**src/rtl/id_ex_stage_pkg.sv**
```systemverilog
// id_ex_stage_pkg: shared ALU control codes, forward-select encodings and datapath defaults
package id_ex_stage_pkg;
  localparam int DEF_XLEN    = 32;
  localparam int DEF_CTL_W   = 5;
  localparam int DEF_RADDR_W = 5;
  localparam int SHAMT_W     = 5;
  localparam logic [4:0] ALU_AND = 5'b00000;
  localparam logic [4:0] ALU_OR  = 5'b00001;
  localparam logic [4:0] ALU_ADD = 5'b00010;
  localparam logic [4:0] ALU_SUB = 5'b00110;
  localparam logic [4:0] ALU_SLT = 5'b00111;
  localparam logic [4:0] ALU_NOR = 5'b01100;
  localparam logic [4:0] ALU_XOR = 5'b01101;
  localparam logic [4:0] ALU_SLL = 5'b10000;
  localparam logic [4:0] ALU_SRL = 5'b11000;
  localparam logic [4:0] ALU_SRA = 5'b11001;
  localparam logic [4:0] ALU_MUL = 5'b11010;
  typedef enum logic [1:0] {
    FWD_RF  = 2'd0,
    FWD_EXM = 2'd1,
    FWD_MWB = 2'd2
  } fwd_sel_e;
endpackage

```
**src/rtl/id_ex_stage_fwd_mux.sv**
```systemverilog
// id_ex_stage_fwd_mux: picks an operand from EX/MEM, MEM/WB or RF data; EX/MEM is the younger producer and wins
module id_ex_stage_fwd_mux import id_ex_stage_pkg::*; #(
  parameter int XLEN    = DEF_XLEN,
  parameter int RADDR_W = DEF_RADDR_W
) (
  input  logic [RADDR_W-1:0] src_i,
  input  logic [XLEN-1:0]    rf_i,
  input  logic               exm_wr_i,
  input  logic [RADDR_W-1:0] exm_dst_i,
  input  logic [XLEN-1:0]    exm_res_i,
  input  logic               mwb_wr_i,
  input  logic [RADDR_W-1:0] mwb_dst_i,
  input  logic [XLEN-1:0]    mwb_res_i,
  output logic [XLEN-1:0]    val_o,
  output fwd_sel_e           sel_o
);
  logic hit_exm, hit_mwb;
  always_comb begin
    hit_exm = (src_i != '0) && exm_wr_i && (exm_dst_i == src_i);
    hit_mwb = (src_i != '0) && mwb_wr_i && (mwb_dst_i == src_i);
    sel_o   = hit_exm ? FWD_EXM : hit_mwb ? FWD_MWB : FWD_RF;
    val_o   = hit_exm ? exm_res_i : hit_mwb ? mwb_res_i : rf_i;
  end
endmodule

```
**src/rtl/id_ex_stage.sv**
```systemverilog
// id_ex_stage: ID->EX pipeline register with operand forwarding, ALU input select and load-use bubbling
module id_ex_stage import id_ex_stage_pkg::*; #(
  parameter int XLEN    = DEF_XLEN,
  parameter int CTL_W   = DEF_CTL_W,
  parameter int RADDR_W = DEF_RADDR_W
) (
  input  logic               clk_i,
  input  logic               reset_i,
  input  logic               id_valid_i,
  input  logic [XLEN-1:0]    id_pc_i,
  input  logic [RADDR_W-1:0] id_rs_addr_i,
  input  logic [RADDR_W-1:0] id_rt_addr_i,
  input  logic [XLEN-1:0]    id_rs_data_i,
  input  logic [XLEN-1:0]    id_rt_data_i,
  input  logic [XLEN-1:0]    id_imm_i,
  input  logic [SHAMT_W-1:0] id_shamt_i,
  input  logic [CTL_W-1:0]   id_alu_ctl_i,
  input  logic               id_sign_i,
  input  logic               id_alu_src_i,
  input  logic               id_shamt_src_i,
  input  logic               id_reg_write_i,
  input  logic               id_mem_read_i,
  input  logic               id_mem_write_i,
  input  logic [RADDR_W-1:0] id_dst_i,
  input  logic               stall_i,
  input  logic               flush_i,
  input  logic               exm_reg_write_i,
  input  logic [RADDR_W-1:0] exm_dst_i,
  input  logic [XLEN-1:0]    exm_result_i,
  input  logic               mwb_reg_write_i,
  input  logic [RADDR_W-1:0] mwb_dst_i,
  input  logic [XLEN-1:0]    mwb_result_i,
  output logic               ex_valid_o,
  output logic [XLEN-1:0]    ex_pc_o,
  output logic [XLEN-1:0]    in1_o,
  output logic [XLEN-1:0]    in2_o,
  output logic [CTL_W-1:0]   alu_ctl_o,
  output logic               sign_o,
  output logic [XLEN-1:0]    ex_store_data_o,
  output logic               ex_reg_write_o,
  output logic               ex_mem_read_o,
  output logic               ex_mem_write_o,
  output logic [RADDR_W-1:0] ex_dst_o,
  output logic               load_use_stall_o
);
  logic               valid_q, valid_d, sign_q, sign_d, alu_src_q, alu_src_d, shamt_src_q, shamt_src_d;
  logic               reg_write_q, reg_write_d, mem_read_q, mem_read_d, mem_write_q, mem_write_d;
  logic [XLEN-1:0]    pc_q, pc_d, rs_q, rs_d, rt_q, rt_d, imm_q, imm_d;
  logic [RADDR_W-1:0] rs_addr_q, rs_addr_d, rt_addr_q, rt_addr_d, dst_q, dst_d;
  logic [SHAMT_W-1:0] shamt_q, shamt_d;
  logic [CTL_W-1:0]   alu_ctl_q, alu_ctl_d;
  logic [XLEN-1:0]    fwd_rs, fwd_rt;
  fwd_sel_e           rs_sel, rt_sel;
  logic               bubble, load;
  id_ex_stage_fwd_mux #(.XLEN(XLEN), .RADDR_W(RADDR_W)) u_fwd_rs (
    .src_i(rs_addr_q), .rf_i(rs_q),
    .exm_wr_i(exm_reg_write_i), .exm_dst_i(exm_dst_i), .exm_res_i(exm_result_i),
    .mwb_wr_i(mwb_reg_write_i), .mwb_dst_i(mwb_dst_i), .mwb_res_i(mwb_result_i),
    .val_o(fwd_rs), .sel_o(rs_sel)
  );
  id_ex_stage_fwd_mux #(.XLEN(XLEN), .RADDR_W(RADDR_W)) u_fwd_rt (
    .src_i(rt_addr_q), .rf_i(rt_q),
    .exm_wr_i(exm_reg_write_i), .exm_dst_i(exm_dst_i), .exm_res_i(exm_result_i),
    .mwb_wr_i(mwb_reg_write_i), .mwb_dst_i(mwb_dst_i), .mwb_res_i(mwb_result_i),
    .val_o(fwd_rt), .sel_o(rt_sel)
  );
  always_comb begin
    load_use_stall_o = valid_q && mem_read_q && (dst_q != '0) && id_valid_i &&
                       ((id_rs_addr_i == dst_q) ||
                        ((id_rt_addr_i == dst_q) && (!id_alu_src_i || id_mem_write_i)));
    bubble      = flush_i || (!stall_i && load_use_stall_o);
    load        = !flush_i && !stall_i && !load_use_stall_o;
    valid_d     = bubble ? 1'b0 : load ? id_valid_i     : valid_q;
    pc_d        = bubble ? '0   : load ? id_pc_i        : pc_q;
    rs_addr_d   = bubble ? '0   : load ? id_rs_addr_i   : rs_addr_q;
    rt_addr_d   = bubble ? '0   : load ? id_rt_addr_i   : rt_addr_q;
    rs_d        = bubble ? '0   : load ? id_rs_data_i   : (rs_sel != FWD_RF) ? fwd_rs : rs_q;
    rt_d        = bubble ? '0   : load ? id_rt_data_i   : (rt_sel != FWD_RF) ? fwd_rt : rt_q;
    imm_d       = bubble ? '0   : load ? id_imm_i       : imm_q;
    shamt_d     = bubble ? '0   : load ? id_shamt_i     : shamt_q;
    alu_ctl_d   = bubble ? '0   : load ? id_alu_ctl_i   : alu_ctl_q;
    sign_d      = bubble ? 1'b0 : load ? id_sign_i      : sign_q;
    alu_src_d   = bubble ? 1'b0 : load ? id_alu_src_i   : alu_src_q;
    shamt_src_d = bubble ? 1'b0 : load ? id_shamt_src_i : shamt_src_q;
    reg_write_d = bubble ? 1'b0 : load ? id_reg_write_i : reg_write_q;
    mem_read_d  = bubble ? 1'b0 : load ? id_mem_read_i  : mem_read_q;
    mem_write_d = bubble ? 1'b0 : load ? id_mem_write_i : mem_write_q;
    dst_d       = bubble ? '0   : load ? id_dst_i       : dst_q;
  end
  always_ff @(posedge clk_i or posedge reset_i)
    if (reset_i)
      {valid_q, pc_q, rs_addr_q, rt_addr_q, rs_q, rt_q, imm_q, shamt_q, alu_ctl_q, sign_q,
       alu_src_q, shamt_src_q, reg_write_q, mem_read_q, mem_write_q, dst_q} <= '0;
    else
      {valid_q, pc_q, rs_addr_q, rt_addr_q, rs_q, rt_q, imm_q, shamt_q, alu_ctl_q, sign_q,
       alu_src_q, shamt_src_q, reg_write_q, mem_read_q, mem_write_q, dst_q} <=
      {valid_d, pc_d, rs_addr_d, rt_addr_d, rs_d, rt_d, imm_d, shamt_d, alu_ctl_d, sign_d,
       alu_src_d, shamt_src_d, reg_write_d, mem_read_d, mem_write_d, dst_d};
  assign ex_valid_o      = valid_q;
  assign ex_pc_o         = pc_q;
  assign in1_o           = shamt_src_q ? {{(XLEN-SHAMT_W){1'b0}}, shamt_q} : fwd_rs;
  assign in2_o           = alu_src_q ? imm_q : fwd_rt;
  assign alu_ctl_o       = alu_ctl_q;
  assign sign_o          = sign_q;
  assign ex_store_data_o = fwd_rt;
  assign ex_reg_write_o  = reg_write_q;
  assign ex_mem_read_o   = mem_read_q;
  assign ex_mem_write_o  = mem_write_q;
  assign ex_dst_o        = dst_q;
endmodule

```
**config.mk**
```make
export PLATFORM = sky130hd
export DESIGN_NAME = id_ex_stage
export DESIGN_NICKNAME = d
export VERILOG_FILES = /design/src/rtl/id_ex_stage_pkg.sv /design/src/rtl/id_ex_stage_fwd_mux.sv /design/src/rtl/id_ex_stage.sv
export SDC_FILE = /design/constraint.sdc
export NUM_CORES = 1
export LEC_CHECK = 0
export CORE_MARGIN = 3
export CORE_UTILIZATION = 44
export CTS_CLUSTER_DIAMETER = 100
export DETAILED_ROUTE_END_ITERATION = 8
export GPL_TIMING_DRIVEN = 1
export PLACE_DENSITY = 0.82
export SLEW_MARGIN = 5
export SYNTH_ARGS = -nofsm -noshare
export SYNTH_HDL_FRONTEND = slang
export SYNTH_SLANG_ARGS = --single-unit
```
**constraint.sdc**
```tcl
create_clock -name clk_i -period 6.95 [get_ports clk_i]
set_input_delay 1.39 -clock clk_i [delete_from_list [all_inputs] [get_ports clk_i]]
set_output_delay 1.39 -clock clk_i [all_outputs]
set_load 0.01 [all_outputs]
```
==> results.ini <==
[clocking]
htreeDepth=4
cts_setup_buffers=0
cts_resized=0
path_clk_slew_ps=70
clock_tree.buffer_depth=2
cts.sinks=160
hold_buffers=0
clk_latency_ps=430
cts_buffers=17
root_buffer=clkbuf_16
cts_tree=built

[timing]
hold_viol=0
clock.fmax_mhz=175
period_share_pct=82.2
setup_slack_ps=1240
slew_headroom_pct=19.6
tightest_slew_ps=1200
fin_skew_ps=12.5
period_needed_ps=5710
rsz0062_at_grt=false
fin_tns_setup_ps=0
slew_viol_final=0
setup_viol=0

[yosys]
postSynthCellCount=951
synth_top_cell_area_share_pct=42.5
yosysWarnings=0
synth_xor_area_share_pct=2.79
synth_top_cell_by_area=dfrtp_1
syn_nets=1191
ys_ff_latch=160
syn_area_um2=9410
synthFlopType=dfrtp_1
synth-simple-area-share_pct=12.9
yosysSeqAreaShare_pct=42.5
synth-edff-count=0
synth_area_per_cell_um2=9.90
async_flop_share_pct=100
ys_types=46
synthMuxAreaShare_pct=10.6
netlist_top_cells_area=dfrtp_1 43%, a22o_1 8.8%, mux2i_1 6.5%
synth_compound_area_share_pct=25.8
synth_fa_ha_area_share_pct=0
synth_top_family_by_area=compound AO/OA/AOI/OAI gates

[routing]
post_drt_via_cell_ratio=6.16
drcViolationCount=0
wirelength_mm=36.8
drt_iter0_markers=912
post_drt_wl_per_cell_um=23.6
vias=9609
first_pass_iters=5
ant_nets=0

[flow_run]
drv_cap=0

[power_and_ir_drop]
irDropWorstVdd_mv=0.170
p_leak_nw=5.91
powerDensity_nw_per_um2=183
totalPowerFinal_mw=2.55

[hold_path]
hold_start=rs_q[16]
min_path_cells=2
whs_endpoint=rs_q[16]
hp-class=register to register

[setup_path]
crit_path_max_fanout=29
r2r-start=rt_addr_q[1]
required_ps=5560
end_kind=output pin
cp.arrival_ps=4320
critical_path.startpoint_type=primary input
rrSetupSlack_ps=3620
regToRegEndpoint=rt_q[29]
worstSetupPathType=primary input to output pin
r2r_cells=7

[placed_design]
port_buffers=383
placed_cells=1527
place_congestion=0.937
dp_worst_setup_slack_ps=1250
dp_hpwl_mm=26.5

[floorplanning]
fp-row-count=52
die_w_um=152
core-area_um2=20600
die-height_um=152
start_util_pct=45.6
io_pins=384
die_area_um2=23200

[finish]
fill_cells=1639
layout-drive-gt1-share_pct=10.0
final_cells=1561
nNetsFinal=1516
syn2layout_area_growth_pct=47.9

[grt]
antenna_found_initial=2
grt_max_degree=102
grt_pass1_vias=9555
grt_usage_pct=30.6
grt-ovfl-total=0
grt_pass1_wl_mm=56.7

[run_status]
status=complete, no violations

-- per-stage QoR --
stage,util [%],hold slack [ps],cell area [um2]
floorplan,-,448,9410
global placement,64.6,461,13300
detailed placement,64.6,470,13300
CTS,67.5,486,13900
global route,67.5,498,13900
finish,67.5,486,13900
-- logic make-up (layout without fill, tap and decap cells) --
| kind of cell | count (synthesis) | after routing |
|---|---|---|
| AOI/OAI and AO/OA | 302 | 302 |
| xor gates and xnor gates | 30 | 30 |
| buffers and inverters | 102 | 440 |
| DFF | 160 | 160 |
| muxes | 95 | 95 |
| other | 0 | 2 |
| and+or+nand+nor | 262 | 262 |
-- critical path: stages --
cell and delay (ps):
clkdlybuf4s50_1 460, xor2_1 200, nor4b_2 580, nand3_2 130, buf_4 290, mux2i_1 200
a211oi_1 390, clkdlybuf4s50_1 650
-- flip-flops by register name, summed over array words and instances, names as in the netlist, 5 cells and up --
name,count
alu_ctl_o,5
ex_dst_o,5
ex_pc_o,32
imm_q,32
rs_addr_q,5
rs_q,32
rt_addr_q,5
rt_q,32
shamt_q,5
-- metal layers --
| metal | track usage (%) | part of all wire, % | vias to the layer above |
|---|---|---|---|
| met2 | 50.3 | 48 | 593 |
| met1 | 38.9 | 39 | 4667 |
| met4 | 12.5 | 4.1 | 0 |
| met5 | 0 | 0 | - |
| met3 | 7.36 | 8.9 | 95 |
| li1 | - | - | 4254 |
-- layout make-up --
| class | instances | area (um2) | share of cell area [%] |
|---|---|---|---|
| clock buffers | 17 | 425 | 3.06 |
| well taps | 270 | 338 | 2.43 |
| inverters | 3 | 16.3 | 0.117 |
| diodes | 2 | 5.00 | 0.0360 |
| repair buffers | 405 | 4000 | 28.7 |
| flip-flops and latches | 160 | 4010 | 28.8 |
| clock inverters | 15 | 169 | 1.21 |
| multi-input cells | 689 | 4960 | 35.6 |
-- layout by cell type (no fill, tap or decap), types with 2 or more instances in the layout --
master / count
inv_1: 2
inv_8: 2
mux2_2: 34
and3_1: 4
diode_2: 2
a22oi_1: 4
a22o_1: 95
xor2_1: 13
a211oi_1: 25
inv_6: 6
nand4_1: 37
xnor2_1: 17
buf_4: 22
clkinv_8: 5
clkdlybuf4s50_1: 383
nor2_1: 56
o211a_1: 25
nor3_1: 37
mux2i_1: 61
or2_2: 2
o31ai_2: 22
or2_1: 2
nor4_1: 2
or4_1: 2
a211o_1: 6
o21ai_4: 3
a31oi_1: 38
dfrtp_1: 159
nor2b_1: 2
nand2_1: 104
o31ai_1: 39
a21oi_1: 40
nand3_1: 4
clkbuf_16: 17
-- worst max-delay path by stage --
stage | startpoint | end | slack [ps] | cells past startpoint
5_1_grt | exm_dst_i[3] | in2_o[31] | 1110 | 8
3_3_place_gp | exm_dst_i[3] | in2_o[31] | 1330 | 8
3_5_place_dp | exm_dst_i[1] | in2_o[31] | 1250 | 8
4_1_cts | exm_dst_i[3] | in2_o[31] | 1240 | 8
6_report | mwb_dst_i[1] | in1_o[8] | 1240 | 8
2_1_floorplan | reset_i | alu_ctl_o[0] | 1240 | 1
-- synth_stat cells (2+ instances only) --
cell type and number:
dfrtp_1 160, nand2_1 104, a22o_1 95, mux2i_1 61, nor2_1 58, clkbuf_1 49
a21oi_1 40, o31ai_1 39, a31oi_1 38, nand4_1 37, nor3_1 37, buf_2 34
mux2_2 34, a211oi_1 25, o211a_1 25, o31ai_2 22, xnor2_1 17, xor2_1 13
a211o_1 6, buf_1 6, a22oi_1 4, and3_1 4, nand3_1 4, buf_12 3
buf_4 3, buf_6 3, inv_1 3, nor2b_1 3, or2_1 3, nor4_1 2
o211ai_2 2, o21ai_2 2, or4_1 2
-- where the power goes --
group / internal, mW / switching [mW]
Combinational: 0.302 / 0.286
Clock: 0.483 / 0.464
Sequential: 0.974 / 0.0375
Total: 1.76 / 0.788
No activity file was read; power rests on OpenSTA's default activity.
